<file path="config.mk">
export PLATFORM = sky130hd
export DESIGN_NAME = word_tokenizer
export DESIGN_NICKNAME = d
export VERILOG_FILES = /design/src/rtl/forth_pkg.sv /design/src/rtl/word_tokenizer_num_accum.sv /design/src/rtl/word_tokenizer.sv
export SDC_FILE = /design/constraint.sdc
export NUM_CORES = 1
export LEC_CHECK = 0
export CORE_MARGIN = 2
export CORE_UTILIZATION = 30
export CTS_BUF_LIST = sky130_fd_sc_hd__clkbuf_2
export CTS_CLUSTER_DIAMETER = 60
export DETAILED_ROUTE_END_ITERATION = 10
export PLACE_DENSITY = 0.53
export SLEW_MARGIN = 15
export SYNTH_ARGS = -nofsm -noshare
export SYNTH_HDL_FRONTEND = slang
export SYNTH_HIERARCHICAL = 1
export SYNTH_SLANG_ARGS = --single-unit
</file>
<file path="constraint.sdc">
create_clock -name i_clk -period 11.35 [get_ports i_clk]
set_clock_uncertainty 0.05 [all_clocks]
set_input_delay 1.135 -clock i_clk [delete_from_list [all_inputs] [get_ports i_clk]]
set_output_delay 1.135 -clock i_clk [all_outputs]
set_load 0.005 [all_outputs]
</file>
<file path="src/rtl/forth_pkg.sv">
// Shared constants for the Forth CPU front end: dictionary opcodes, token
// kinds, ASCII/delimiter codes and small character helpers.
package forth_pkg;

  localparam logic [2:0] OP_SET         = 3'd0;
  localparam logic [2:0] OP_GET         = 3'd1;
  localparam logic [2:0] OP_ENCODE      = 3'd2;
  localparam logic [2:0] OP_SET_FAST    = 3'd3;
  localparam logic [2:0] OP_GET_FAST    = 3'd4;
  localparam logic [2:0] OP_DELETE      = 3'd5;
  localparam logic [2:0] OP_DELETE_FAST = 3'd6;

  typedef enum logic [1:0] {
    TOK_WORD   = 2'd0,
    TOK_NUMBER = 2'd1,
    TOK_UNDEF  = 2'd2
  } tok_kind_t;

  localparam logic [7:0] ASCII_NUL     = 8'h00;
  localparam logic [7:0] ASCII_TAB     = 8'h09;
  localparam logic [7:0] ASCII_LF      = 8'h0A;
  localparam logic [7:0] ASCII_CR      = 8'h0D;
  localparam logic [7:0] ASCII_SPACE   = 8'h20;
  localparam logic [7:0] ASCII_MINUS   = 8'h2D;
  localparam logic [7:0] ASCII_0       = 8'h30;
  localparam logic [7:0] ASCII_9       = 8'h39;
  localparam logic [7:0] ASCII_LOWER_A = 8'h61;
  localparam logic [7:0] ASCII_LOWER_Z = 8'h7A;
  localparam logic [7:0] ASCII_CASE    = 8'h20;

  // NUL splits words because an all-zero key marks an empty dictionary slot.
  function automatic logic is_delim(input logic [7:0] c);
    return (c == ASCII_SPACE) || (c == ASCII_TAB) || (c == ASCII_LF) ||
           (c == ASCII_CR) || (c == ASCII_NUL);
  endfunction

  function automatic logic is_digit(input logic [7:0] c);
    return (c >= ASCII_0) && (c <= ASCII_9);
  endfunction

  function automatic logic [7:0] to_upper(input logic [7:0] c);
    if ((c >= ASCII_LOWER_A) && (c <= ASCII_LOWER_Z)) return c & ~ASCII_CASE;
    return c;
  endfunction

endpackage

</file>
<file path="src/rtl/word_tokenizer_num_accum.sv">
// Decimal literal tracker for one word: optional leading '-', then digits,
// accumulated modulo 2^VALUE_WIDTH.
module num_accum
  import forth_pkg::*;
#(
  parameter int VALUE_WIDTH = 32
) (
  input  logic                   i_clk,
  input  logic                   i_rst,
  input  logic                   i_clear,
  input  logic                   i_step,
  input  logic                   i_first,
  input  logic [7:0]             i_char,
  output logic [VALUE_WIDTH-1:0] o_literal,
  output logic                   o_is_num
);

  logic [VALUE_WIDTH-1:0] acc;
  logic                   negate;
  logic                   num_ok;
  logic                   has_digit;

  always_ff @(posedge i_clk or posedge i_rst) begin
    if (i_rst) begin
      acc       <= '0;
      negate    <= 1'b0;
      num_ok    <= 1'b1;
      has_digit <= 1'b0;
    end else if (i_clear) begin
      acc       <= '0;
      negate    <= 1'b0;
      num_ok    <= 1'b1;
      has_digit <= 1'b0;
    end else if (i_step) begin
      if (is_digit(i_char)) begin
        acc       <= acc * VALUE_WIDTH'(10) + VALUE_WIDTH'(i_char[3:0]);
        has_digit <= 1'b1;
      end else if ((i_char == ASCII_MINUS) && i_first) begin
        negate <= 1'b1;
      end else begin
        num_ok <= 1'b0;
      end
    end
  end

  // A lone "-" never saw a digit, so it is not a number.
  assign o_is_num  = num_ok & has_digit;
  assign o_literal = negate ? (~acc + VALUE_WIDTH'(1)) : acc;

endmodule

</file>
<file path="src/rtl/word_tokenizer.sv">
// Splits a byte stream into words, looks each up in the dictionary and emits
// one WORD/NUMBER/UNDEFINED token per word. WORD_TOKENIZER_CASE_FOLD_EN folds
// a-z to A-Z in the key.
module word_tokenizer
  import forth_pkg::*;
#(
  parameter int KEY_LENGTH   = 8,
  parameter int VALUE_WIDTH  = 32,
  parameter int ENTRIES      = 10,
  parameter int ENTRIES_BITS = $clog2(ENTRIES)
) (
  input  logic                    i_clk,
  input  logic                    i_rst,
  input  logic                    i_en,
  input  logic                    i_char_valid,
  input  logic [7:0]              i_char,
  output logic                    o_char_ready,
  output logic                    o_dict_ready,
  output logic [2:0]              o_dict_op,
  output logic [7:0]              o_dict_key [KEY_LENGTH],
  input  logic                    i_dict_done,
  input  logic                    i_dict_err,
  input  logic [ENTRIES_BITS-1:0] i_dict_index,
  input  logic [VALUE_WIDTH-1:0]  i_dict_value,
  output logic                    o_tok_valid,
  input  logic                    i_tok_ready,
  output logic [1:0]              o_tok_kind,
  output logic [ENTRIES_BITS-1:0] o_tok_index,
  output logic [VALUE_WIDTH-1:0]  o_tok_value,
  output logic                    o_tok_long,
  output logic [1:0]              o_state
);

  // Handshakes: a byte moves on i_char_valid & o_char_ready & i_en; a token
  // moves on o_tok_valid & i_tok_ready & i_en, and o_tok_valid never drops
  // before that. Nothing changes while i_en is low.

  localparam logic [1:0] ST_COLLECT = 2'd0;
  localparam logic [1:0] ST_LOOKUP  = 2'd1;
  localparam logic [1:0] ST_WAIT    = 2'd2;
  localparam logic [1:0] ST_EMIT    = 2'd3;

  localparam int LEN_W = $clog2(KEY_LENGTH + 2);
  localparam logic [LEN_W-1:0] LEN_KEY = LEN_W'(KEY_LENGTH);
  localparam logic [LEN_W-1:0] LEN_MAX = LEN_W'(KEY_LENGTH + 1);

  logic [1:0]              state;
  logic [LEN_W-1:0]        len;
  logic [7:0]              key [KEY_LENGTH];
  logic                    long_flag;
  tok_kind_t               tok_kind;
  logic [ENTRIES_BITS-1:0] tok_index;
  logic [VALUE_WIDTH-1:0]  tok_value;
  logic                    tok_long;

  logic                    char_fire;
  logic                    char_delim;
  logic                    word_char;
  logic                    tok_accept;
  logic [7:0]              key_char;
  logic [VALUE_WIDTH-1:0]  num_literal;
  logic                    num_is_num;

  assign char_fire  = i_en & i_char_valid & (state == ST_COLLECT);
  assign char_delim = is_delim(i_char);
  assign word_char  = char_fire & ~char_delim;
  assign tok_accept = i_en & (state == ST_EMIT) & i_tok_ready;

`ifdef WORD_TOKENIZER_CASE_FOLD_EN
  assign key_char = to_upper(i_char);
`else
  assign key_char = i_char;
`endif

  num_accum #(
    .VALUE_WIDTH(VALUE_WIDTH)
  ) u_num_accum (
    .i_clk    (i_clk),
    .i_rst    (i_rst),
    .i_clear  (tok_accept),
    .i_step   (word_char),
    .i_first  (len == '0),
    .i_char   (i_char),
    .o_literal(num_literal),
    .o_is_num (num_is_num)
  );

  always_ff @(posedge i_clk or posedge i_rst) begin
    if (i_rst) begin
      state     <= ST_COLLECT;
      len       <= '0;
      long_flag <= 1'b0;
      tok_kind  <= TOK_WORD;
      tok_index <= '0;
      tok_value <= '0;
      tok_long  <= 1'b0;
      for (int i = 0; i < KEY_LENGTH; i++) key[i] <= '0;
    end else if (i_en) begin
      case (state)
        ST_COLLECT: begin
          if (word_char) begin
            if (len < LEN_KEY) begin
              for (int i = 0; i < KEY_LENGTH; i++)
                if (len == LEN_W'(i)) key[i] <= key_char;
            end else begin
              long_flag <= 1'b1;
            end
            if (len != LEN_MAX) len <= len + LEN_W'(1);
          end else if (char_fire && (len != '0)) begin
            state <= ST_LOOKUP;
          end
        end
        ST_LOOKUP: state <= ST_WAIT;
        ST_WAIT: begin
          if (i_dict_done) begin
            state    <= ST_EMIT;
            tok_long <= long_flag;
            // A dictionary hit wins even when the word also parses as a number.
            if (!i_dict_err) begin
              tok_kind  <= TOK_WORD;
              tok_index <= i_dict_index;
              tok_value <= i_dict_value;
            end else if (num_is_num) begin
              tok_kind  <= TOK_NUMBER;
              tok_index <= '0;
              tok_value <= num_literal;
            end else begin
              tok_kind  <= TOK_UNDEF;
              tok_index <= '0;
              tok_value <= '0;
            end
          end
        end
        ST_EMIT: begin
          if (tok_accept) begin
            state     <= ST_COLLECT;
            len       <= '0;
            long_flag <= 1'b0;
            tok_kind  <= TOK_WORD;
            tok_index <= '0;
            tok_value <= '0;
            tok_long  <= 1'b0;
            for (int i = 0; i < KEY_LENGTH; i++) key[i] <= '0;
          end
        end
        default: state <= ST_COLLECT;
      endcase
    end
  end

  assign o_char_ready = (state == ST_COLLECT);
  assign o_dict_ready = (state == ST_LOOKUP);
  assign o_dict_op    = OP_GET;
  assign o_dict_key   = key;
  assign o_tok_valid  = (state == ST_EMIT);
  assign o_tok_kind   = tok_kind;
  assign o_tok_index  = tok_index;
  assign o_tok_value  = tok_value;
  assign o_tok_long   = tok_long;
  assign o_state      = state;

endmodule

</file>
### Word level (Yosys, flattened, before mapping)

Index checks and enable logic that the tools add are counted.

* equality and inequality tests: 34
* $add $sub $neg: 3
* mux-type cells: 54
* bitwise logic cells: 8
* reduce and logical (&&, ||, !) cells: 31
* multiply operators: 1
* $lt $le $gt $ge: 3

Operators by type and width (number)
* $mux 32: 8
* $mux 64: 3
* $pmux 64 s2: 1
* $mux 8: 8
* $pmux 32 s2: 1
* $reduce_and 6->1: 8
* $add 32x1->32 const B: 1
* $add 32x4->32: 1
* $mul 32x3->31 const B: 1
* $not 32->32: 1
* $ne 2x1->1 const B: 13
* $eq 8x4->1 const B: 3
* $mux 4: 5
* $eq 4x3->1 const B: 4
* $eq 8x6->1 const B: 2
* $pmux 4 s2: 2
* $mux 1: 15
* $reduce_and 5->1: 3
* $mux 2: 7
* $ne 2x2->1 const B: 5
* $reduce_bool 2->1: 5
* $eq 4x2->1 const B: 2
* $ge 8x6->1 const B: 1
* $le 8x6->1 const B: 1
* other kinds (20): 33

* input bits: 51
* output and inout bits: 111
* logic and storage cells: 153
* flip-flop bits (word level): 145

### Logic depth before layout (Yosys ltp)

* depth in word-level cells: 9
* mapped depth: 12
* gate-level depth less buffers: 12

### Cells and area by module

Netlist, hierarchy kept.

Modules (own cells, without submodules)
* word_tokenizer: area an instance 4954.8 sq um, instances 1, cells each 401, seq. area each 2752.6 sq um
* num_accum: area an instance 4657.0 sq um, instances 1, cells each 580, seq. area each 877.1 sq um

### Least setup slack after synthesis

Ideal clock, no wire load.

* path type: register -> register
* start point: reg u_num_accum.acc[1]
* end point: reg u_num_accum.acc[30]
* arrival: 3.848 ns
* stages on the path, launching flop included: 13
* buffers on the path: 0
* period minus slack after synthesis: 4.022 ns
* required time: 11.176 ns
* setup slack: 7.328 ns
* library setup time: 0.124 ns
* cell sequence: dfrtp_1 -> ha_1 -> ha_1 -> fa_1 -> a211oi_2 -> o31a_4 -> a21oi_2 -> a221oi_1 -> xnor2_2 -> nand4_2 -> or4_4 -> o31a_2 -> o31a_1

* word-level cells in the longest chain between the ends: 5

RTL lines
* start: declaration: RTL line word_tokenizer_num_accum.sv:18 `logic [VALUE_WIDTH-1:0] acc;`
* start signal: assignment: RTL line word_tokenizer_num_accum.sv:36 `acc <= acc * VALUE_WIDTH'(10) + VALUE_WIDTH'(i_char[3:0]);`
* $mul 32x3->31: RTL line word_tokenizer_num_accum.sv:36
* $add 32x4->32: RTL line word_tokenizer_num_accum.sv:36
* $mux 32: RTL line word_tokenizer_num_accum.sv:35 `if (is_digit(i_char)) begin`
* $mux 32: RTL line word_tokenizer_num_accum.sv:34 `end else if (i_step) begin`
* $mux 32: RTL line word_tokenizer_num_accum.sv:29 `end else if (i_clear) begin`

Every way passes these cells. The select of a mux whose other input is x is not followed.
A chain may end at the register's enable or synchronous reset.

### Worst setup path after layout

* start point: reg u_num_accum.acc[7]
* end point: reg u_num_accum.acc[28]

Same word-level chain as after synthesis.

==> impl_results.md <==
* Status: completed
* Clock Root Buffer: clkbuf_2
* Max-slew violations at 0
* Number of enable flip-flop cells after synthesis at 0
* Final setup vio count at 0
* Biggest area consumer among synthesized cells: dfrtp_1
* Io pins at 162
* Worst Setup Start Kind: register
* Gr usage total at 16.3%
* Vias post-DR at 7907
* Most frequent cells in the layout: clkdlybuf4s50_1 (158), dfrtp_1 (144), nand2_1 (100)
* Row count at 65
* Worst Setup End Kind: register
* H-tree levels at 4
* Layout area overhead at 23.5%
* Core Util, Final at 37.6%
* Number of vias per cell at 5.15
* Grt ovf at 0
* Leading cell type in the layout, fill and taps excluded: clkdlybuf4s50_1
* Initial DRC Count at 519
* Synth Area in Adders at 9.14%
* Hold/Removal Path Class: reg -> reg
* Drt first pass iters at 5
* Critical Path Max Stage Delay at 0.57 ns
* CP required at 11.92 ns
* CORE AREA at 31600 um2
* Max_cap viols at 0
* Switching part of the total at 37.9%
* CTS tree: done
* Final GP Congestion at 0.840
* Clk pin slew, worst setup/hold paths at 0.23 ns
* Largest family of logic cells by synthesized area: compound AO/OA/AOI/OAI gates
* Top-area cell type share of the netlist area at 37.5%
* Period Utilization, post-route at 38.7%
* CP cell instances: ha_1 -> ha_1 -> a21oi_1 -> o21ai_1 -> a211oi_1 -> nor3_1 -> nor3_1 -> nand4_1 -> or4_4 -> or3_1 -> a311oi_1
* Clk buf depth at 2
* Gate power share at 52.4%
* Global-route wire length before repair at 43.2 mm
* Top FF cell, synth: dfrtp_1
* Arr. time, crit path at 4.96 ns
* Routed WL at 27.1 mm
* Multiplexer area fraction after synthesis at 8.70%
* DRC at 0
* Slowest CP cell: a211oi_1
* Sink Count at 145
* CTS resizes at 0
* Initial antenna violation count at 1
* CTS Buf Count at 17
* Number of port buffers at 158
* Layout cell share with drive strength beyond 1 at 13.4%
* Worst slew pin tran at 1.03 ns
* Starting Density at 30.5%
* Fin nets at 1239
* Slew Limit Headroom at 31.6%
* Final HPWL DP at 21.2 mm
* Pin count of the biggest net entering global routing at 78
* Int Pwr at 0.00157 W
* Setup TNS at 0 ns
* Pwr Total at 0.00253 W
* Power Dens Cells at 213 nW/um2
* Simple-gate area share of the yosys netlist at 16.8%
* Hold_buf cts at 0
* Synthesized area at 9610 um2
* Fraction of registers with async set/reset at 100%
* Synth Register Bits at 145
* Post-DRT Antenna Nets at 0
* Syn avg cell area at 9.80 um2
* Seq/Total Area, Yosys at 37.8%
* Final worst path period need at 4.39 ns
* Max VDD drop at 71.5 uV
* RSZ-0062 raised after global routing: false
* Post-CTS Setup Bufs at 0
* Die area at 33500 um2
* Final Hold Vio Count at 0
* Power share of the clock group at 13.8%
* Leakage at 5.04 nW
* Fmax at 228 MHz
* Sw Pwr at 0.000959 W
* WP buf/inv at 0
* Xor and xnor area share after synthesis at 6.18%
* Crit-path max FO at 10
* Compound-cell area share of the yosys netlist at 18.5%
* Cells after synthesis at 981
* Vias in the first global route at 7594
* Wire per inst at 17.7 um
* Critical path type: reg -> reg
* Distinct cells, synth at 83
* Die Width at 183 um
* Seq pwr share at 33.7%
* CP top delay family: simple AND/OR/NAND/NOR gates
* Die height at 183 um
* Top cells by area, synth: dfrtp_1 (37%), ha_1 (8.7%), mux2_2 (6.7%)
* Ys Warns at 6
* Worst-Skew Late Latency at 0.73 ns
sequential cells by signal (all words and copies together), names as in the netlist, 2 cells and up:
name,flops
o_tok_index,4
len,4
u_num_accum/acc,32
o_tok_kind,2
o_dict_key,64
o_state,2
o_tok_value,32
worst register-to-register path, delay by kind of cell, from the launching register on:
kind / cells / cell delay (ns)
DFF: 1 / 0.53
and+or+nand+nor: 5 / 1.62
adders and majority gates: 2 / 0.76
AOI/OAI and AO/OA: 4 / 1.33
synth_stat cells (9+ instances only):
cell type	number
inv_1	17
a22oi_1	34
dfrtp_1	144
nand2_1	100
nand4_1	12
nor2_1	68
xor2_1	16
o31ai_1	12
ha_1	67
mux2_2	57
o21ai_0	70
a21oi_1	25
and2_1	10
nand2b_1	9
xnor2_1	50
a21o_1	10
a211oi_1	23
and3_1	10
or3_1	19
nand3_1	19
nor3_1	21
nor2b_1	10
clkbuf_1	33
through the flow:
stage          hold WS, ns  setup slack (ns)  cell area [um2]  instances
3_5_place_dp         0.420              6.82            11600       1501
6_report             0.455              6.96            11900       1535
4_1_cts              0.463              6.99            11800       1533
5_1_grt              0.485              6.63            11900       1535
3_3_place_gp         0.411              6.91            11600       1501
2_1_floorplan        0.402              7.26             9620        982
routing by layer:
metal / global-route usage [%] / share of wire [%] / vias up
met5: 0 / 0 / -
li1: - / - / 3902
met3: 2.38 / 3.3 / 19
met4: 3.81 / 1.0 / 0
met1: 23.2 / 50 / 3820
met2: 26.2 / 46 / 166
cells by family after synthesis:
kind of cell | count (synthesis)
compound gates | 244
xor+xnor | 67
fa+ha+maj | 69
buf+inv | 64
flops | 145
mux | 72
other cells | 2
simple gates | 318
final timing paths:
| path | start | endpoint | slack [ns] | depth (start not counted) |
|---|---|---|---|---|
| min in group asynchronous | i_rst | o_tok_value[22] | 0.81 | 2 |
| max in group asynchronous | i_rst | o_tok_value[8] | 9.17 | 3 |
| min reg2reg | o_tok_value[10] | o_tok_value[10] | 0.45 | 2 |
| max | u_num_accum/acc[7] | u_num_accum/acc[28] | 6.96 | 11 |
| max reg2reg | u_num_accum/acc[7] | u_num_accum/acc[28] | 6.96 | 11 |
| min | o_tok_value[10] | o_tok_value[10] | 0.45 | 2 |
power by group through the flow:
| stage | Sequential, W | Clock [W] | Combinational (W) |
|---|---|---|---|
| floorplan | 0.000849 | 0 | 0.000761 |
| global placement | 0.000864 | 0 | 0.00132 |
| detailed placement | 0.000870 | 0 | 0.00134 |
| CTS | 0.000856 | 0.000363 | 0.00134 |
| global route | 0.000887 | 0.000387 | 0.00144 |
| finish | 0.000855 | 0.000350 | 0.00133 |
cell type report:
class	instances	area, um2
multi-input combinational	773	5740
clock inverter	11	180
antenna	1	2.50
sequential	145	3630
timing repair buffer	165	1650
inverter	17	66.3
tap	402	503
clock buffer	21	105
fill	3183	19700
(Power assumes the default switching activity.)
